[src/rtl/down_counter_4b_pkg.sv]
// Shared definitions for the 4-bit synchronous down counter.
//   WIDTH_C        : counter width (only 4 is supported)
//   RELOAD_WRAP    : terminal action 0 -> 15
//   RELOAD_PRESET  : terminal action 0 -> D
//   slice_op_e     : per-bit operation selected inside one counter slice
package down_counter_4b_pkg;

  localparam int WIDTH_C       = 4;
  localparam int RELOAD_WRAP   = 0;
  localparam int RELOAD_PRESET = 1;

  typedef enum logic [1:0] {
    SLICE_HOLD   = 2'd0,
    SLICE_TOGGLE = 2'd1,
    SLICE_LOAD   = 2'd2
  } slice_op_e;

endpackage : down_counter_4b_pkg

[src/rtl/down_counter_bit.sv]
// One slice of the down counter: a T flip-flop with asynchronous clear,
// synchronous parallel load and a toggle enable. Load beats toggle.
//   clk    : counter clock, rising edge
//   rst_n  : asynchronous active-low clear, forces q to 0
//   load   : synchronous load of d
//   d      : preset bit
//   toggle : invert q on the next rising edge
//   q      : stored bit
module down_counter_bit
  import down_counter_4b_pkg::*;
(
  input  logic clk,
  input  logic rst_n,
  input  logic load,
  input  logic d,
  input  logic toggle,
  output logic q
);

  slice_op_e op;

  always_comb begin
    if (load)        op = SLICE_LOAD;
    else if (toggle) op = SLICE_TOGGLE;
    else             op = SLICE_HOLD;
  end

  // NOTE: sequential state is assigned with <= so every slice samples the
  // same pre-edge values; blocking here would make bits depend on eval order.
  always_ff @(posedge clk or negedge rst_n) begin
    if (!rst_n) begin
      q <= 1'b0;
    end else begin
      case (op)
        SLICE_LOAD:   q <= d;
        SLICE_TOGGLE: q <= ~q;
        default:      q <= q;
      endcase
    end
  end

endmodule : down_counter_bit

[src/rtl/down_counter_4b.sv]
// 4-bit synchronous down counter with parallel load, two count enables,
// combinational borrow-out for cascading and a registered terminal-count
// pulse.
//   CLK   : clock, rising edge
//   nCLR  : asynchronous active-low clear (Q = 0, TC = 0)
//   nLOAD : synchronous active-low load of D (highest priority)
//   D     : preset value
//   ENP   : parallel (local) count enable
//   ENT   : trickle (cascade) count enable, also gates nBO
//   Q     : current count
//   nBO   : active-low borrow out, low when ENT = 1 and Q = 0
//   TC    : one-cycle pulse on the edge after a count step that reached 0
module down_counter_4b
  import down_counter_4b_pkg::*;
#(
  parameter int WIDTH  = WIDTH_C,
  parameter int RELOAD = RELOAD_WRAP
) (
  input  logic             CLK,
  input  logic             nCLR,
  input  logic             nLOAD,
  input  logic [WIDTH-1:0] D,
  input  logic             ENP,
  input  logic             ENT,
  output logic [WIDTH-1:0] Q,
  output logic             nBO,
  output logic             TC
);

  logic             count_en;
  logic             q_zero;
  logic             preset_wrap;
  logic             slice_load;
  logic             step_to_zero;
  logic             zero_step;
  logic             lower_zero;
  logic [WIDTH-1:0] toggle;

  assign count_en = nLOAD & ENP & ENT;
  assign q_zero   = (Q == '0);

  // In preset mode the step past zero is a load of D rather than a wrap.
  assign preset_wrap = count_en & q_zero & (RELOAD == RELOAD_PRESET);
  assign slice_load  = ~nLOAD | preset_wrap;

  // Down-count in T flip-flop form: bit n toggles when every lower bit is 0.
  // At Q = 0 all bits toggle, which is exactly the 0 -> 15 wrap.
  // NOTE: always_comb uses blocking assignments and gives lower_zero a value
  // before the loop reads it, so no latch is inferred.
  always_comb begin
    lower_zero = 1'b1;
    toggle     = '0;
    for (int n = 0; n < WIDTH; n++) begin
      toggle[n]  = count_en & ~preset_wrap & lower_zero;
      lower_zero = lower_zero & ~Q[n];
    end
  end

  for (genvar n = 0; n < WIDTH; n++) begin : g_bit
    down_counter_bit u_bit (
      .clk    (CLK),
      .rst_n  (nCLR),
      .load   (slice_load),
      .d      (D[n]),
      .toggle (toggle[n]),
      .q      (Q[n])
    );
  end

  // A count step lands on zero from Q = 1, or from Q = 0 when presetting D = 0.
  // Loads and holds never qualify, so they cannot raise TC.
  assign step_to_zero = count_en & (preset_wrap ? (D == '0) : (Q == WIDTH'(1)));

  // zero_step marks the edge that reached zero; TC follows one edge later.
  always_ff @(posedge CLK or negedge nCLR) begin
    if (!nCLR) begin
      zero_step <= 1'b0;
      TC        <= 1'b0;
    end else begin
      zero_step <= step_to_zero;
      TC        <= zero_step;
    end
  end

  assign nBO = ~(ENT & q_zero);

endmodule : down_counter_4b

[config.mk]
export PLATFORM = sky130hd
export DESIGN_NAME = down_counter_4b
export DESIGN_NICKNAME = d
export VERILOG_FILES = /design/src/rtl/down_counter_4b_pkg.sv /design/src/rtl/down_counter_bit.sv /design/src/rtl/down_counter_4b.sv
export SDC_FILE = /design/constraint.sdc
export NUM_CORES = 1
export LEC_CHECK = 0
export ABC_AREA = 1
export CAP_MARGIN = 20
export CORE_AREA = 2 2 39 41
export DETAILED_ROUTE_END_ITERATION = 6
export DIE_AREA = 0 0 41 43
export PLACE_DENSITY = 0.63
export SYNTH_ARGS = -nofsm -noshare
export SYNTH_HDL_FRONTEND = slang
export SYNTH_HIERARCHICAL = 1
export SYNTH_SLANG_ARGS = --single-unit
[constraint.sdc]
create_clock -name CLK -period 1.8 [get_ports CLK]
set_clock_uncertainty 0.2 [all_clocks]
set_input_delay 0.36 -clock CLK [delete_from_list [all_inputs] [get_ports CLK]]
set_output_delay 0.36 -clock CLK [all_outputs]
set_load 0.02 [all_outputs]
== After elaboration in Yosys (flattened, before gate mapping) ==
Index checks and enable logic that the tools add are counted.
Cells by class
  muxes and demuxes: 12
  bitwise logic cells: 14
  shift operators: 0
  magnitude comparators: 0
  reduce and logical (&&, ||, !) cells: 5
  $add $sub $neg: 0
  div/mod/pow operators: 0
  multiply operators: 0
  eq/ne operators: 9
Operators by type and width (count)
  1-bit AND: 9
  2-bit by 1-bit equality test with 1-bit output, second input constant: 4
  2-bit equality test, second input constant: 4
  2-bit 2-to-1 mux: 4
  1-bit one-hot mux with 2 select lines: 4
  2-bit nonzero test: 4
  1-bit inverter: 5
  4-bit by 1-bit equality test with 1-bit output, second input constant: 1
  4-bit logical NOT: 1
  1-bit 2-to-1 mux: 4
Word-level totals
  bits in latches: 0
  bits of input ports: 9
  word-level logic and storage cells: 46
  memories kept: 0
  ROM bits: 0
  RAM bits: 0
  output and inout bits: 6
  register bits: 6

== Longest topological paths before layout ==
Gate-level depths: netlist of the first run.
  word-level depth: 8
  depth in mapped cells: 7
  gate-level depth less buffers: 7

== By module ==
The synthesis of the first run kept the hierarchy.
Modules (own cells, without submodules)
  down_counter_bit: cells each 9, seq. area each 25.0 µm², area each 60.1 µm², times used 4
  down_counter_4b: cells each 17, seq. area each 50.0 µm², area each 123.9 µm², times used 1

== Worst setup path before layout of the first run ==
No wires, ideal clock.
  path type: register to output
  start: register g_bit[0].u_bit.q
  end: output nBO
  slack: 0.411 ns
  buffers on the path: 0
  data arrival time: 0.829 ns
  stages on the path, launching flop included: 3
  data required time: 1.240 ns
  path through: dfrtp_1 > nor2_2 > nand3_1
On the way
  cells in the longest elaborated chain, start to end: 3
RTL lines
  start: declaration: line down_counter_bit.sv:17  | output logic q
  start signal: assignment: line down_counter_bit.sv:36  | SLICE_TOGGLE: q <= ~q;
  start signal: assignment: line down_counter_bit.sv:37  | default: q <= q;
  4-bit logical NOT: line down_counter_4b.sv:40  | assign q_zero = (Q == '0);
  1-bit AND: line down_counter_4b.sv:85  | assign nBO = ~(ENT & q_zero);
  1-bit inverter: line down_counter_4b.sv:85
  end: declaration: line down_counter_4b.sv:26  | output logic nBO,
Every way passes these cells.

== Worst setup path after layout of the first run ==
  start: register TC
  end: output TC
RTL lines
  start: declaration: line down_counter_4b.sv:27  | output logic TC
  start signal: assignment: line down_counter_4b.sv:81  | TC <= zero_step;
No word-level cell between the ends.

==> out/qor.csv, run 1 <==
metric,value,unit
CP startpoint,TC$_DFF_PN0_,
Vias/cell,3.85,
Final Hold Fails,0,
Compound-Gate Fraction of Synth Area,0.0962,
most frequent cells in the layout,"inv_1, nand2_1, clkdlybuf4s50_1",
Tmin final,1700,ps
I/O pins,15,
RePlAce Congestion,0.733,
largest family of logic cells by synthesized area,simple AND/OR/NAND/NOR gates,
clk buf depth,2,
final cell count without fillers,89,
gr usage total,0.0988,
row count,14,
Simple-Gate Fraction of Synth Area,0.326,
DP HPWL,567,um
"Max stage delay cell, worst path",clkdlybuf4s50_1,
DIE HEIGHT,43,um
Yosys cell types,9,
xor and xnor area share after synthesis,0,
R2R Setup Slk,520,ps
Mapped Cells,53,
"commonest non-fill, non-tap cell in the layout",inv_1,
core area,1380,sq um
drt first pass iters,2,
DR WL/cell,8.03,um
initial antenna violation count,0,
Cells after DPL,86,
Root Buffer,clkbuf_4,
LEAKAGE,0.296,nW
Peak Freq,0.587,GHz
"antenna viol nets, final",0,
Slew HR,0.817,
MaxCap Viol Count,0,
register area share after synthesis,0.412,
termination of the worst setup path,TC,
"flops & latches, synth",6,
H-tree depth,1,
postcts setup bufs,0,
worst-path maximum fanout,1,
Setup TNS,0,ps
Slew Limit Fails,0,
Post-Route WL,715,um
CTS tree,yes,
Residual DRC,0,
Worst setup SP type,register,
Die W,41,um
total gr overflow,0,
status,completed,
Sink Count,6,
CP Data Required Time,1240,ps
ANT cells,0,
Worst-path clk slew,50,ps
post-synthesis adder-cell area fraction,0,
mux contribution to synthesized area,0,
Reg2Reg Depth,6,
CP Data Arrival Time,1140,ps
CP Class,reg -> out,
Worst R2R End,g_bit[2].u_bit/q$_DFFE_PN0P_,
Power Density,672,nW/um^2
synth-to-layout area growth,53.6,%
maximum VDD drop,217,uV
Synthesis Warnings,6,
Num CTS Buffers,3,
number of global-route vias before repair,284,
Mapped Nets,62,
critical path's top delay family,buffers and inverters,
final period utilization,0.947,
Hold WC Path Type,in -> async,
RSZ-0062 raised after global routing,false,
# setup viols final,0,
# port buffers,14,
Starting Density,0.263,
DRT iter0 DRCs,1,
Worst R2R Start,g_bit[1].u_bit/q$_DFFE_PN0P_,
"Critical Path, Cell by Cell",clkdlybuf4s50_1,
Post-CTS Hold Buffers,0,
share of layout cells above drive strength 1,0.205,
largest net degree at the start of global routing,7,
Buf/Inv on CP,1,
mapped cell area,364,sq um
Synth Area per Inst,6.87,sq um
# nets final,84,
CP Depth,1,
Crit. End Element,output pin,
WHS,146,ps
PnR Total Power,0.376,mW
first-pass GRT wire length,1.08,mm
later-pin clock latency in the skew report,250,ps
transition time of the tightest slew-check pin,273,ps
die area,1760,sq um
CP peak stage delay,590,ps
vias,343,
[power breakdown]
part	internal (mW)	switching [mW]	leakage, nW
combinational	0.0464	0.0485	0.210
sequential	0.144	0.00833	0.0724
clock	0.0757	0.0525	0.0138
[metrics by stage]
stage	utilization	area (sq um)	setup WS (ps)
2_1_floorplan	-	364	411
6_report	0.404	559	96.0
5_1_grt	0.404	559	33.3
3_5_place_dp	0.395	547	-242
4_1_cts	0.408	564	19.1
3_3_place_gp	0.395	547	-251
[metal layers]
layer / global-route usage / part of all wire / up-vias
met5: 0 / 0 / -
met4: 0.100 / 0.0056 / 0
met3: 0.0314 / 0.12 / 2
met2: 0.125 / 0.41 / 15
met1: 0.121 / 0.46 / 134
li1: - / - / 192
[cell type report]
class	instances	area, sq um
Sequential cell	6	150
Fill cell	150	825
Inverter	16	60.1
Timing Repair Buffer	17	153
Tap cell	16	20.0
Clock buffer	3	22.5
Multi-Input combinational cell	31	154
[cell usage after synthesis]
cell | instances | share of area
a21oi_2 | 4 | 0.096
dfrtp_1 | 6 | 0.41
inv_1 | 16 | 0.16
nand2_1 | 14 | 0.14
nand3_1 | 1 | 0.014
nand3_2 | 1 | 0.027
nor2_1 | 7 | 0.072
nor2_2 | 3 | 0.052
nor2b_1 | 1 | 0.017
[repair_timing]
item | in CTS | in global routing
resized for setup | 6 | 1
pin swaps | 0 | 0
setup endpoints to repair | 5 | 1
[worst min-delay path by stage]
| stage | start | endpoint | cells after the start |
|---|---|---|---|
| 4_1_cts | zero_step$_DFF_PN0_ | TC$_DFF_PN0_ | 0 |
| 2_1_floorplan | nCLR | TC$_DFF_PN0_ | 0 |
| 5_1_grt | zero_step$_DFF_PN0_ | TC$_DFF_PN0_ | 0 |
| 3_5_place_dp | zero_step$_DFF_PN0_ | TC$_DFF_PN0_ | 0 |
| 3_3_place_gp | zero_step$_DFF_PN0_ | TC$_DFF_PN0_ | 0 |
| 6_report | nCLR | zero_step$_DFF_PN0_ | 1 |
[state kept, by name, indices dropped and copies added (netlist names)]
| register | count |
|---|---|
| TC | 1 |
| g_bit.u_bit/q | 4 |
| zero_step | 1 |
[kinds of logic (layout without fill, tap and decap cells)]
logic type,after synthesis,after routing
flops,6,6
compound gates,4,4
simple gates,27,27
buf+inv,16,36
Power figures use the tool's default switching activity.
==> inputs of run 2 (changes only) <==
- SLEW_MARGIN: default -> 20
==> results of run 2 <==
Same layout as run 1: the final DEF is identical, and so are final timing and power.
==> RTL change 1, RTL diff (settings of run 2) <==
Remove the register `TC`: a continuous assignment takes its place, so the output `TC` follows one clock earlier. Comments in the files are not updated.
--- a/src/rtl/down_counter_4b.sv
+++ b/src/rtl/down_counter_4b.sv
@@ -75,12 +75,12 @@
   always_ff @(posedge CLK or negedge nCLR) begin
     if (!nCLR) begin
       zero_step <= 1'b0;
-      TC        <= 1'b0;
     end else begin
       zero_step <= step_to_zero;
-      TC        <= zero_step;
     end
   end
+
+  assign TC = zero_step;
 
   assign nBO = ~(ENT & q_zero);
 
Formal check against the unedited RTL: not equivalent (Yosys sat finds a counterexample within 4 cycles, from zero or initial values).
==> RTL change 1 against run 2 <==
Cell area down 6.5%. Area after synthesis down 6.9%. Setup slack better by 4.9 ps. Power fell by 6.8%. Routed wire length decreased by 5.6%. Hold slack got worse by 7.0 ps. Sequential cell count decreased by 1. Non-clock buffer count shrank 2. Final cell count fell by 2.2%.
==> RTL change 1: results (changes against run 2) <==
Slew @ Worst Pin=231.1 ps (was 273.3 ps); CP max stage delay=590 ps (about the same); Antenna Diode Count=0 (unchanged); nets@finish=81 (was 84); First-pass DRT Iterations=3 (was 2); slowest cell on the critical path=clkdlybuf4s50_1 (unchanged); GPL Wtd Cong=0.7275 (was 0.7334); R2R Setup Slk=520 ps (about the same); Most flops, register=g_bit.u_bit/q (unchanged); P_comb=0.0892 mW (was 0.0950 mW); Critical R2R Launch=g_bit[1].u_bit/q (unchanged); critical path arrival=1140 ps (about the same); first-iteration detailed-routing DRC count=7 (was 1); layout cell share with drive strength beyond 1=18.31% (was 20.55%); largest net degree at the start of global routing=6 (was 7); vias in the first global route=320 (was 284); initial antenna violation count=0 (unchanged); IR drop worst, VDD=0.3161 mV (was 0.2173 mV); Avg WL per Cell=7.759 µm (was 8.034 µm); Root Driver=clkbuf_4 (unchanged); Fin Hold WS=139.3 ps (was 146.3 ps); Worst R2R Path Depth=7 (was 6); post-DP HPWL=537.9 µm (was 566.8 µm); Top power group=registers (unchanged); Post-synth ARST share=100.0% (unchanged); Hold Crit Class=in -> async (unchanged); Post-Synthesis Net Count=61 (was 62); Worst-Skew Late Latency=240 ps; P_leak=0.2726 nW (was 0.2962 nW); Critical R2R Capture=g_bit[3].u_bit/q (was g_bit[2].u_bit/q); Longest Clk Path Bufs=2 (unchanged); total global-route track usage=10.28% (was 9.879%); synth top area cells=dfrtp_1 37%, inv_1 18%, nand2_1 15%, a21oi_2 10%, nor2_1 7.7% (was dfrtp_1 41%, inv_1 16%, nand2_1 14%, a21oi_2 9.6%, nor2_1 7.2%); Reg clk slew, reported paths=40 ps; total CTS buffers=3 (unchanged); yosys warns=6 (unchanged); ranking of synthesized cells by instance count=16 x inv_1, 14 x nand2_1, 7 x nor2_1 (unchanged); Distinct cells, synth=9 (unchanged); Sw Share=29.18% (was 29.11%); dpl cell area=506.7 µm² (was 546.8 µm²); post-synthesis sequential area ratio=36.90% (was 41.24%); first-pass GRT wire length=1.166 mm (was 1.083 mm); H-tree depth=1 (unchanged); I/O Buffers=14 (unchanged); status=finished, final reports clean (unchanged); Vias=343 (unchanged); max reg flops=4 (unchanged); # Max-Cap Violations=0 (unchanged); CP top delay family=buffers and inverters (unchanged); Seq power=0.132 mW (was 0.153 mW)
## RTL change 1: through the flow
stage	util [%]	power, mW	setup WS (ps)	std cells
3_5_place_dp	36.62	0.2300	-271.7	83
5_1_grt	37.79	0.3758	42.24	87
2_1_floorplan	-	0.1811	410.7	52
6_report	37.79	0.3503	100.8	87
3_3_place_gp	36.62	0.2282	-241.0	83
4_1_cts	38.25	0.3572	5.256	87
## RTL change 1: layout make-up
type / count / area, µm²
Multi-Input combinational cell: 31 / 153.9
Clock buffer: 4 / 26.28
Timing Repair Buffer: 15 / 137.6
Tap cell: 16 / 20.02
Inverter: 16 / 60.06
Sequential cell: 5 / 125.1
Fill cell: 164 / 860.8
## RTL change 1: worst max path at each step
stage	startpoint	end	cells after the start	slack, ps
finish	TC	TC	1	100
global route	TC	TC	1	40
CTS	ENT	nBO	3	5
detailed placement	ENT	nBO	3	-270
global placement	ENT	nBO	3	-240
floorplan	g_bit[0].u_bit/q	nBO	2	410
## RTL change 1: per-layer routing
metal	track usage (%)	share of wire [%]	up-vias
met2	16.56	45	15
met4	2.000	0	0
met1	10.10	44	143
li1	-	-	185
met5	0	0	-
met3	7.853	11	0
## RTL change 1: worst register-to-register path, delay by kind of cell (launching register included)
kind,cells,cell delay [ps]
buffers and inverters,1,50
flip-flops,1,410
AND/OR/NAND/NOR,5,440
AO/OA/AOI/OAI,1,100
## RTL change 1: timing repair
item / in CTS / in global routing
hold buffers: 0 / 0
setup endpoints to repair: 5 / 1
resized for setup: 7 / 1
pin swaps: 0 / 0
## RTL change 1: cell families (layout without fill, tap and decap cells)
logic type | count (synthesis) | after routing | synth area share, %
AND/OR/NAND/NOR | 27 | 27 | 35.06
AO/OA/AOI/OAI | 4 | 4 | 10.33
flip-flops | 5 | 5 | 36.90
buffers and inverters | 16 | 35 | 17.71
==> RTL change 2, RTL diff (flow settings as in run 2) <==
Without the edit above. Put one more register stage on the output `TC`, cleared by the reset. The value now appears one clock later. The other outputs are not delayed to match. Comments in the files are not updated.
--- a/src/rtl/down_counter_4b.sv
+++ b/src/rtl/down_counter_4b.sv
@@ -26,6 +26,8 @@
   output logic             nBO,
   output logic             TC
 );
+
+  logic TC_s0;
 
   logic             count_en;
   logic             q_zero;
@@ -75,14 +77,22 @@
   always_ff @(posedge CLK or negedge nCLR) begin
     if (!nCLR) begin
       zero_step <= 1'b0;
-      TC        <= 1'b0;
+      TC_s0     <= 1'b0;
     end else begin
       zero_step <= step_to_zero;
-      TC        <= zero_step;
+      TC_s0     <= zero_step;
     end
   end
 
   assign nBO = ~(ENT & q_zero);
 
+  always_ff @(posedge CLK or negedge nCLR) begin
+    if (!nCLR) begin
+      TC <= '0;
+    end else begin
+      TC <= TC_s0;
+    end
+  end
+
 endmodule : down_counter_4b
 
Function: changed (a bounded check fails within 4 cycles, from zero or initial values).
==> RTL change 2 against run 2 <==
Cell area up 5.1%. Routed wire length up 1.3%. Sequential power up 14%. Non-clock buffer count unchanged. Fmax down 1.4%. Sequential cell count up 1. Via count up 2.0%. Area after synthesis up 6.9%. Register-to-register slack about the same. Power up 11%. Setup slack worse by 25 ps.
==> RTL change 2: results (changes against run 2) <==
largest net degree at the start of global routing=8 (was 7); CP top delay family=buffers and inverters (unchanged); critical path arrival=1170 ps (was 1140 ps); post-DP HPWL=554.7 µm (was 566.8 µm); slowest cell on the critical path=clkdlybuf4s50_1 (unchanged); First-pass DRT Iterations=3 (was 2); yosys warns=6 (unchanged); nets@finish=85 (was 84); crit path max fanout=1 (unchanged); Root Driver=clkbuf_4 (unchanged); initial antenna violation count=0 (unchanged); I/O Buffers=14 (unchanged); vias in the first global route=320 (was 284); WL final=724 µm (was 715 µm); Post-Synthesis Net Count=63 (was 62); Reg clk slew, reported paths=50 ps (about the same); CP max stage delay=590 ps (about the same); Antenna Diode Count=0 (unchanged); Vias=350 (was 343); total global-route track usage=10.61% (was 9.879%); total CTS buffers=3 (unchanged); post-CTS setup buffers=0 (unchanged); max reg flops=4 (unchanged); post-placement setup slack=-228.1 ps (was -242.3 ps); post-synthesis sequential area ratio=45.02% (was 41.24%); H-tree depth=1 (unchanged); ranking of synthesized cells by instance count=16 x inv_1, 14 x nand2_1, 7 x dfrtp_1, 7 x nor2_1, 4 x a21oi_2 (was 16 x inv_1, 14 x nand2_1, 7 x nor2_1); layout cell share with drive strength beyond 1=20.00% (was 20.55%); Distinct cells, synth=9 (unchanged); Hold Crit Class=reg -> reg (was in -> async); GPL Wtd Cong=0.7137 (was 0.7334); P_leak=0.3113 nW (was 0.2962 nW); Worst-Skew Late Latency=250 ps (about the same); first-pass GRT wire length=1.186 mm (was 1.083 mm); synth top area cells=dfrtp_1 45%, inv_1 15%, nand2_1 14%, a21oi_2 9.0%, nor2_1 6.8% (was dfrtp_1 41%, inv_1 16%, nand2_1 14%, a21oi_2 9.6%, nor2_1 7.2%); Longest Clk Path Bufs=2 (unchanged); Slew headroom=77.97% (was 81.72%); Post-synth ARST share=100.0% (unchanged); Most flops, register=g_bit.u_bit/q (unchanged); IR drop worst, VDD=0.2954 mV (was 0.2173 mV); first-iteration detailed-routing DRC count=7 (was 1); status=finished, final reports clean (unchanged)
-- RTL change 2: cells by family (layout without fill, tap and decap cells) --
| logic type | after synthesis | in the layout | synth area share (%) |
|---|---|---|---|
| and+or+nand+nor | 27 | 27 | 30.55 |
| buffers and inverters | 16 | 37 | 15.43 |
| DFF | 7 | 7 | 45.02 |
| AOI/OAI and AO/OA | 4 | 4 | 9.002 |
-- RTL change 2: routing by layer --
metal / vias to the layer above / global-route usage, % / share of wire (%)
li1: 194 / - / -
met1: 139 / 12.13 / 48
met2: 15 / 14.69 / 40
met3: 2 / 4.712 / 9.7
met4: 0 / 8.000 / 2.5
met5: - / 0 / 0
-- RTL change 2: metrics by stage --
stage               total power [mW]  instance area (µm²)  std cells
global placement              0.2801                571.8         87
floorplan                     0.2272                389.1         54
finish                        0.4164                588.1         91
detailed placement            0.2809                571.8         87
global route                  0.4470                588.1         91
CTS                           0.4278                593.1         91
-- RTL change 2: area by class of cell --
class                   count  area (µm²)
fillers                   155       795.8
flip-flops and latches      7       175.2
multi-input cells          31       153.9
repair buffers             17       152.6
inverters                  16       60.06
clock buffers               4       26.28
well taps                  16       20.02
-- RTL change 2: where the power goes --
part | switching, mW | internal [mW]
sequential | 0.00890 | 0.167
clock | 0.0613 | 0.0848
combinational | 0.0484 | 0.0464
total | 0.119 | 0.298
-- RTL change 2: final timing paths --
kind | startpoint | to | slack [ps] | depth (start not counted)
max | TC | TC | 70 | 1
min reg2reg | zero_step | TC_s0 | 150 | 0
min in group asynchronous | nCLR | g_bit[1].u_bit/q | 170 | 1
max reg2reg | g_bit[1].u_bit/q | g_bit[2].u_bit/q | 520 | 6
max in group asynchronous | nCLR | g_bit[2].u_bit/q | 990 | 1
min | zero_step | TC_s0 | 150 | 0
-- RTL change 2: timing repair --
action / CTS / global route
gates resized for setup: 6 / 1
hold buffers: 0 / 0
pin swaps: 0 / 0
setup endpoints to repair: 5 / 1
